## config.mk

```make
export PLATFORM = sky130hd
export DESIGN_NAME = poly_wave_oscillator
export DESIGN_NICKNAME = d
export VERILOG_FILES = /design/src/rtl/poly_wave_oscillator.sv
export SDC_FILE = /design/constraint.sdc
export NUM_CORES = 2
export LEC_CHECK = 0
export CAP_MARGIN = 40
export CORE_ASPECT_RATIO = 0.5
export CORE_UTILIZATION = 38
export DETAILED_ROUTE_END_ITERATION = 6
export MAX_ROUTING_LAYER = met4
export PLACE_DENSITY = 0.57
export SLEW_MARGIN = 20
export SYNTH_ARGS = -nofsm -noshare
export SYNTH_HDL_FRONTEND = slang
export SYNTH_SLANG_ARGS = --single-unit
```

## constraint.sdc

```tcl
create_clock -name clk -period 8.2 [get_ports clk]
set_input_delay 0.82 -clock clk [delete_from_list [all_inputs] [get_ports clk]]
set_output_delay 0.82 -clock clk [all_outputs]
set_load 0.05 [all_outputs]
```

## src/rtl/poly_wave_oscillator.sv

```systemverilog
// Purpose: time-multiplexed multi-voice oscillator (sine/saw/square/triangle) mixing all voices into one sample.
// Latency: mix_valid and mix_out update VOICES+3 cycles after an accepted sample_tick; one voice issued per cycle.
// Backpressure: none; a sample_tick arriving while busy is dropped and reported with a one-cycle overrun pulse.
module poly_wave_oscillator #(
    parameter int VOICES  = 8,
    parameter int PHASE_W = 32,
    parameter int ROM_AW  = 13,
    parameter int OUT_W   = 24,
    parameter int VOL_W   = 7
) (
    input  logic                      clk,
    input  logic                      reset,
    input  logic                      sample_tick,
    input  logic                      cfg_we,
    input  logic [$clog2(VOICES)-1:0] cfg_voice,
    input  logic [PHASE_W-1:0]        cfg_inc,
    input  logic [1:0]                cfg_wave,
    input  logic [VOL_W-1:0]          cfg_volume,
    input  logic                      cfg_gate,
    output logic [ROM_AW-1:0]         rom_addr,
    input  logic [OUT_W-1:0]          rom_q,
    output logic [OUT_W-1:0]          mix_out,
    output logic                      mix_valid,
    output logic                      busy,
    output logic                      overrun
);
    localparam int VW     = $clog2(VOICES);
    localparam int ACC_W  = OUT_W + VW;
    localparam int PROD_W = OUT_W + VOL_W;
    localparam logic [VW-1:0] LAST_V = VW'(VOICES - 1);

    typedef enum logic [1:0] {
        S_IDLE  = 2'd0,
        S_ISSUE = 2'd1,
        S_DRAIN = 2'd2
    } state_t;

    state_t          state, state_nx;
    logic [VW-1:0]   v, v_nx;
    logic            drain_cnt, drain_cnt_nx;
    logic            start, issue, frame_end;

    // Per-voice register file
    logic [PHASE_W-1:0] inc_r   [VOICES];
    logic [1:0]         wave_r  [VOICES];
    logic [VOL_W-1:0]   vol_r   [VOICES];
    logic [PHASE_W-1:0] phase_r [VOICES];
    logic [VOICES-1:0]  gate_r;

    // Stage 1: issued voice snapshot (pre-update phase), ROM data arrives this stage
    logic               s1_vld;
    logic [OUT_W-1:0]   s1_p;
    logic [1:0]         s1_wave;
    logic [VOL_W-1:0]   s1_vol;
    logic               s1_gate;
    logic [OUT_W-1:0]   p_dbl, wave_sel;

    // Stage 2: selected waveform, scaled and accumulated
    logic               s2_vld;
    logic [OUT_W-1:0]   s2_wave;
    logic [VOL_W-1:0]   s2_vol;
    logic               s2_gate;
    logic [PROD_W-1:0]  prod;
    logic [OUT_W-1:0]   scaled;
    logic [ACC_W-1:0]   acc, acc_nx;

    // FSM state register with voice index and drain counter
    always_ff @(posedge clk) begin
        if (reset) begin
            state     <= S_IDLE;
            v         <= '0;
            drain_cnt <= 1'b0;
        end else begin
            state     <= state_nx;
            v         <= v_nx;
            drain_cnt <= drain_cnt_nx;
        end
    end

    // FSM next state: IDLE -> ISSUE (one voice per cycle) -> DRAIN (2 cycles) -> IDLE
    always_comb begin
        state_nx     = state;
        v_nx         = v;
        drain_cnt_nx = drain_cnt;
        case (state)
            S_IDLE: begin
                if (sample_tick) begin
                    state_nx = S_ISSUE;
                    v_nx     = '0;
                end
            end
            S_ISSUE: begin
                if (v == LAST_V) begin
                    state_nx     = S_DRAIN;
                    drain_cnt_nx = 1'b0;
                end else begin
                    v_nx = v + VW'(1);
                end
            end
            S_DRAIN: begin
                if (drain_cnt) begin
                    state_nx = S_IDLE;
                end else begin
                    drain_cnt_nx = 1'b1;
                end
            end
            default: state_nx = S_IDLE;
        endcase
    end

    // FSM outputs; busy drops in the same cycle mix_valid pulses so a tick there is accepted
    always_comb begin
        busy      = (state != S_IDLE);
        start     = (state == S_IDLE) && sample_tick;
        issue     = (state == S_ISSUE);
        frame_end = (state == S_DRAIN) && drain_cnt;
    end

    // ROM address from the issuing voice's current (pre-update) phase
    always_comb begin
        rom_addr = '0;
        if (issue) begin
            rom_addr = ROM_AW'(phase_r[v] >> (PHASE_W - ROM_AW));
        end
    end

    // Register file: config writes win over the issue-time phase advance; note-on hard-syncs phase
    always_ff @(posedge clk) begin
        if (reset) begin
            for (int i = 0; i < VOICES; i++) begin
                inc_r[i]   <= '0;
                wave_r[i]  <= '0;
                vol_r[i]   <= '0;
                phase_r[i] <= '0;
            end
            gate_r <= '0;
        end else begin
            for (int i = 0; i < VOICES; i++) begin
                if (cfg_we && cfg_voice == VW'(i)) begin
                    inc_r[i]  <= cfg_inc;
                    wave_r[i] <= cfg_wave;
                    vol_r[i]  <= cfg_volume;
                    gate_r[i] <= cfg_gate;
                end
                if (cfg_we && cfg_voice == VW'(i) && cfg_gate && !gate_r[i]) begin
                    phase_r[i] <= '0;
                end else if (issue && v == VW'(i) && gate_r[i]) begin
                    phase_r[i] <= phase_r[i] + inc_r[i];
                end
            end
        end
    end

    // Stage 0 -> 1: capture the issued voice using the values before any same-cycle write
    always_ff @(posedge clk) begin
        if (reset) begin
            s1_vld  <= 1'b0;
            s1_p    <= '0;
            s1_wave <= '0;
            s1_vol  <= '0;
            s1_gate <= 1'b0;
        end else begin
            s1_vld  <= issue;
            s1_p    <= OUT_W'(phase_r[v] >> (PHASE_W - OUT_W));
            s1_wave <= wave_r[v];
            s1_vol  <= vol_r[v];
            s1_gate <= gate_r[v];
        end
    end

    // Stage 1 waveform select; triangle folds the doubled phase on the MSB
    always_comb begin
        p_dbl    = s1_p << 1;
        wave_sel = '0;
        case (s1_wave)
            2'd0:    wave_sel = rom_q;
            2'd1:    wave_sel = s1_p;
            2'd2:    wave_sel = s1_p[OUT_W-1] ? '1 : '0;
            default: wave_sel = s1_p[OUT_W-1] ? ~p_dbl : p_dbl;
        endcase
    end

    // Stage 1 -> 2 pipeline register
    always_ff @(posedge clk) begin
        if (reset) begin
            s2_vld  <= 1'b0;
            s2_wave <= '0;
            s2_vol  <= '0;
            s2_gate <= 1'b0;
        end else begin
            s2_vld  <= s1_vld;
            s2_wave <= wave_sel;
            s2_vol  <= s1_vol;
            s2_gate <= s1_gate;
        end
    end

    // Stage 2: exact product, drop VOL_W fraction bits, ungated voices contribute nothing
    always_comb begin
        prod   = PROD_W'(s2_wave) * PROD_W'(s2_vol);
        scaled = s2_gate ? OUT_W'(prod >> VOL_W) : '0;
        acc_nx = s2_vld ? (acc + ACC_W'(scaled)) : acc;
    end

    // Accumulator, averaged output at frame end, overrun flag
    always_ff @(posedge clk) begin
        if (reset) begin
            acc       <= '0;
            mix_out   <= '0;
            mix_valid <= 1'b0;
            overrun   <= 1'b0;
        end else begin
            mix_valid <= frame_end;
            overrun   <= sample_tick && busy;
            acc       <= start ? '0 : acc_nx;
            if (frame_end) begin
                mix_out <= OUT_W'(acc_nx >> VW);
            end
        end
    end

endmodule
```

* Word level (Yosys, flattened, before mapping)
Memory sizes are Yosys's and may differ from the RTL's. A register that Yosys moved wholly into a read port is not among the register bits. Cells that the tools add are included.
Cells by class: add/sub/neg operators 10, $mul 1, divide/modulo/power cells 0, order comparisons 1, equal/unequal tests 22, shift operators 0, mux-type cells 141, bitwise operators 41, reduce and logical (&&, ||, !) cells 62
Operators with widths (number):
- 32-bit two-way mux | 24
- 32-bit adder | 8
- 1-bit two-way mux | 84
- 24-bit two-way mux | 3
- 24-bit one-hot mux with 3 select lines | 1
- 7-bit two-way mux | 8
- 1-bit logical AND | 43
- 1-bit OR | 40
- 24-bit by 7-bit multiplier with 31-bit output | 1
- 27-bit by 24-bit adder with 27-bit output | 1
- 27-bit two-way mux | 1
- 3-bit == test, second input constant | 8
- 24-bit NOT | 1
- 2-bit two-way mux | 11
- 13-bit two-way mux | 1
- 3-bit by 2-bit == test with 1-bit output, second input constant | 4
- 3-bit two-way mux | 4
- 1-bit logical NOT | 8
- 3-bit by 1-bit == test with 1-bit output, second input constant | 2
- 3-bit logical NOT | 2
- 2-bit != test, second input constant | 3
- 2-bit one-hot mux with 3 select lines | 1
- 3-bit one-hot mux with 2 select lines | 1
- 3-bit AND reduction | 2
- 11 further kinds | 16
Storage, ports and cells: bits in registers 126, latch bits 0, bits in writable memories 584, ROM bits 0, logic and storage cells 305, memories kept 4
Memory list:
- inc_r | depth 8, bits a word 32, read ports 8, clocked after memory_dff 0, wr ports 8, RTL line 44 | logic [PHASE_W-1:0] inc_r [VOICES];
- phase_r | depth 8, bits a word 32, read ports 9, clocked after memory_dff 1, wr ports 8, RTL line 47 | logic [PHASE_W-1:0] phase_r [VOICES];
- vol_r | depth 8, bits a word 7, read ports 1, clocked after memory_dff 1, wr ports 8, RTL line 46 | logic [VOL_W-1:0] vol_r [VOICES];
- wave_r | depth 8, bits a word 2, read ports 1, clocked after memory_dff 1, wr ports 8, RTL line 45 | logic [1:0] wave_r [VOICES];

* Depth between registers and ports, before layout
word-level depth 9, gate-level depth with buffers 32

* Least setup slack after synthesis
Ideal clock, no wire load.
kind reg2reg, start point register s2_vol[1], end point register mix_out[20], setup time 0.086 ns, arrival 6.780 ns, slack 1.335 ns, cell stages (with the launch flop) 29, path buffers 1, period minus slack after synthesis 6.865 ns, cells stage by stage dfxtp_1 -> clkbuf_1 -> nand2_1 -> fa_1 -> fa_1 -> inv_1 -> fa_1 -> fa_1 -> ha_1 -> a2111oi_4 -> o21ai_2 -> a221o_1 -> a21oi_1 -> nor2b_1 -> o21ai_0 -> o21ai_0 -> a21oi_1 -> xnor2_1 -> and2_1 -> ha_1 -> a21oi_1 -> nand2_1 -> or3_1 -> o22a_1 -> a221o_1 -> a21oi_1 -> xnor2_1 -> mux2i_1 -> a211oi_1
Between the ends: longest elaborated chain between the ends 4
RTL lines:
- from (decl) | RTL line 61 | logic [VOL_W-1:0] s2_vol;
- from (signal assigned) | RTL line 193 | s2_vol <= s1_vol;
- 24-bit by 7-bit multiplier with 31-bit output | RTL line 200 | prod = PROD_W'(s2_wave) * PROD_W'(s2_vol);
- 24-bit two-way mux | RTL line 201 | scaled = s2_gate ? OUT_W'(prod >> VOL_W) : '0;
- 27-bit by 24-bit adder with 27-bit output | RTL line 202 | acc_nx = s2_vld ? (acc + ACC_W'(scaled)) : acc;
- 27-bit two-way mux | RTL line 202
- to (signal assigned) | RTL line 217 | mix_out <= OUT_W'(acc_nx >> VW);
- to (decl) | RTL line 22 | output logic [OUT_W-1:0] mix_out,
Every way passes these cells. A chain may end at the register's enable or synchronous reset.

* Final worst setup path
start point register s2_vol[6], end point register mix_out[20]
Same word-level chain as after synthesis.

==> run_results.csv <==
group,metric,value,unit
status,status,"finished, violations left",
status,violations,"DRC",
clock_network,cts-hold-fix-buffers,0,
clock_network,cts_htree_levels,3,
timing,period_minus_slack,7.64,ns
drt,routed_wl,124000,um
drt,first_pass_iters,7,
synthesis,synthesis.area,45600,um^2
drt,wl_per_cell,20.2,um
floorplan,start_util,38.5,%
worst_setup_path,r2r_slack,0.56,ns
timing,slew_viol_final,0,
worst_setup_path,critPathSlowestCell,"dfxtp_1",
worst_setup_path,cpLargestDelayFamily,"compound AO/OA/AOI/OAI gates",
synthesis,yosys_warnings,0,
synthesis,syn_inst,4379,
worst_setup_path,path_buf_inv,1,
power_and_ir_drop,p_comb_share,16.5,%
global_route,grt_max_degree,62,
synthesis,ys_ff_latch,722,
timing,whs,0.439,ns
power_and_ir_drop,internal-power,6.70,mW
timing,period_share,93.1,%
power_and_ir_drop,power.leakage,20.7,nW
synthesis,synth_adder_area_share,14.1,%
synthesis,synthXorXnorAreaFrac,4.73,%
synthesis,synth_area_leaders,"edfxtp_1 38%, ha_1 8.9%, dfxtp_1 6.1%, nor2_1 5.5%, fa_1 5.1%",
timing,rsz0062_at_grt,"no",
drt,vias,33100,
power_and_ir_drop,power_density,182,nW/um^2
finish,mostFrequentLayoutCell,"nor2_1",
global_route,gr-usage-all-layers,20.9,%
floorplan,dieArea,121000,um^2
power_and_ir_drop,power.switching,2.62,mW
worst_hold_path,holdCritPathClass,"flip-flop to flip-flop",
synthesis,synth_nets,4894,
timing,setup_viol,0,
power_and_ir_drop,peakVddDrop,0.000122,V
clock_network,cts_tree,"built",
timing,maxSlewHeadroom,38.8,%
floorplan,fp-row-count,89,
worst_setup_path,cp.arrival,8.23,ns
clock_network,clock_latency,0.69,ns
global_route,grt_overflow_total,0,
timing,fin_ws,0.563,ns
placed_design,placed_cell_area,48600,um^2
finish,drive_gt1_share,6.24,%
floorplan,dieHeight,247,um
clock_network,clk_path_buf_depth,3,
flow_run,drv_cap,0,
worst_setup_path,crit_fanout,24,
synthesis,yosys.area_share.simple,15.1,%
clock_network,cts-root-buf,"clkbuf_16",
synthesis,synth-edff-count,584,
power_and_ir_drop,seqPwrFrac,45.9,%
worst_setup_path,required,8.79,ns
power_and_ir_drop,swShare,28.1,%
timing,tightest_slew,0.917,ns
placed_design,gp_congestion,0.931,
synthesis,postSynthAreaPerCell,10.4,um^2
placed_design,portBuffers,112,
worst_setup_path,path_class,"flip-flop to flip-flop",
finish,synthToLayoutAreaGrowth,12.0,%
power_and_ir_drop,p_clk_share,37.6,%
placed_design,dp_hpwl,90800,um
floorplan,ios,113,
timing,skew,0.0277,ns
synthesis,yosys_most_used_dff,"edfxtp_1",
synthesis,synth_top_family_by_area,"simple AND/OR/NAND/NOR gates",
synthesis,yosysSeqAreaShare,44.6,%
synthesis,async_reset_ff_share,0,%
worst_setup_path,start_kind,"flip-flop",
global_route,antenna_found_initial,3,
finish,regArea,20300,um^2
synthesis,yosys.area.top_type,"edfxtp_1",
finish,nFillCells,11200,
floorplan,die_x,492,um
worst_setup_path,max_stage_delay,0.80,ns
global_route,grt_pass1_vias,32200,
clock_network,clkSlewWorstSetupHoldPaths,0.06,ns
clock_network,cts.sinks,722,
global_route,grt_first_pass_wirelength,190000,um
drt,ant_nets,0,
timing,max_freq,131,MHz
drt,drcViolationCount,14,
floorplan,core-area,118000,um^2
finish,layout_common_cells,"669 x nor2_1, 584 x edfxtp_1, 325 x ha_1",
synthesis,synthMuxAreaShare,4.48,%
drt,viasPerCell,5.41,
clock_network,cts_buffers,75,
finish,design_area,51000,um^2
timing,hold_viol,0,
synthesis,ys_types,82,
synthesis,synth_compound_gate_area_share,13.6,%
finish,nNetsFinal,4976,
synthesis,yosysTopAreaCellShare,38.5,%
drt,drt_iter0_markers,2690,
worst_setup_path,cp-end-kind,"flip-flop",
timing,setup-tns-final,0,ns
finish,multiInputGateArea,23700,um^2
placed_design,pre_cts_slack,0.410,ns
## layer usage
layer,share of wire (%),vias up,global-route usage [%]
li1,-,15900,-
met1,47,16200,28.4
met5,0,-,-
met4,2.4,0,5.58
met2,45,844,32.5
met3,5.2,160,2.94
## repair_timing
item | in CTS | in global routing
setup endpoints to repair | 0 | 2
gates resized for setup | 0 | 1
buffers inserted | 0 | 0
## flip-flops by register name, summed over array words and instances (netlist names), 2 cells and up, named ones only
| signal | cells |
|---|---|
| acc | 27 |
| gate_r | 8 |
| inc_r | 256 |
| mix_out | 24 |
| phase_r | 256 |
| s1_p | 24 |
| s1_vol | 7 |
| s1_wave | 2 |
| s2_vol | 7 |
| s2_wave | 24 |
| state | 2 |
| v | 3 |
| vol_r | 56 |
| wave_r | 16 |
## synth_stat cells, drive strengths merged (117+ instances only)
| cell type | instances |
|---|---|
| nor2 | 670 |
| edfxtp | 584 |
| ha | 325 |
| a21oi | 294 |
| inv | 255 |
| nand2 | 252 |
| a21o | 148 |
| o21ai | 141 |
| clkbuf | 139 |
| and2 | 138 |
| dfxtp | 138 |
| xnor2 | 130 |
| fa | 117 |
## final timing paths
path	start	endpoint	cells past startpoint
worst max register to register	s2_vol[6]	mix_out[20]	27
worst min register to register	s1_vol[5]	s2_vol[5]	1
worst min-delay path	s1_vol[5]	s2_vol[5]	1
worst max-delay path	s2_vol[6]	mix_out[20]	27
## metrics by stage
stage | total power, mW | utilization, % | std cells
CTS | 9.39 | 43.1 | 6111
floorplan | 5.42 | - | 4379
finish | 9.31 | 43.1 | 6116
global placement | 5.84 | 40.9 | 5968
global route | 9.73 | 43.1 | 6115
detailed placement | 5.87 | 41.0 | 5973
## cell families (layout without fill, tap and decap cells)
group	after synthesis	count (layout)
adder cells (fa/ha/maj)	442	442
AO/OA/AOI/OAI	946	946
flip-flops	722	722
AND/OR/NAND/NOR	1489	1489
multiplexers	119	119
XOR/XNOR	246	246
buffers and inverters	415	558
other	0	2
## power groups by stage
stage	Combinational, mW	Sequential, mW	Clock, mW
floorplan	1.12	4.30	0
global placement	1.48	4.36	0
detailed placement	1.51	4.36	0
CTS	1.52	4.28	3.58
global route	1.70	4.30	3.73
finish	1.54	4.28	3.50
## area by class of cell
type                    count  share of cell area [%]
diodes                      2                 0.00981
multi-input cells        3242                    46.5
repair buffers            165                    3.12
clock inverters            37                   0.657
inverters                 255                    1.88
clock buffers             101                    4.13
flip-flops and latches    722                    39.8
well taps                1592                    3.90
No activity file was read; power rests on OpenSTA's default activity.
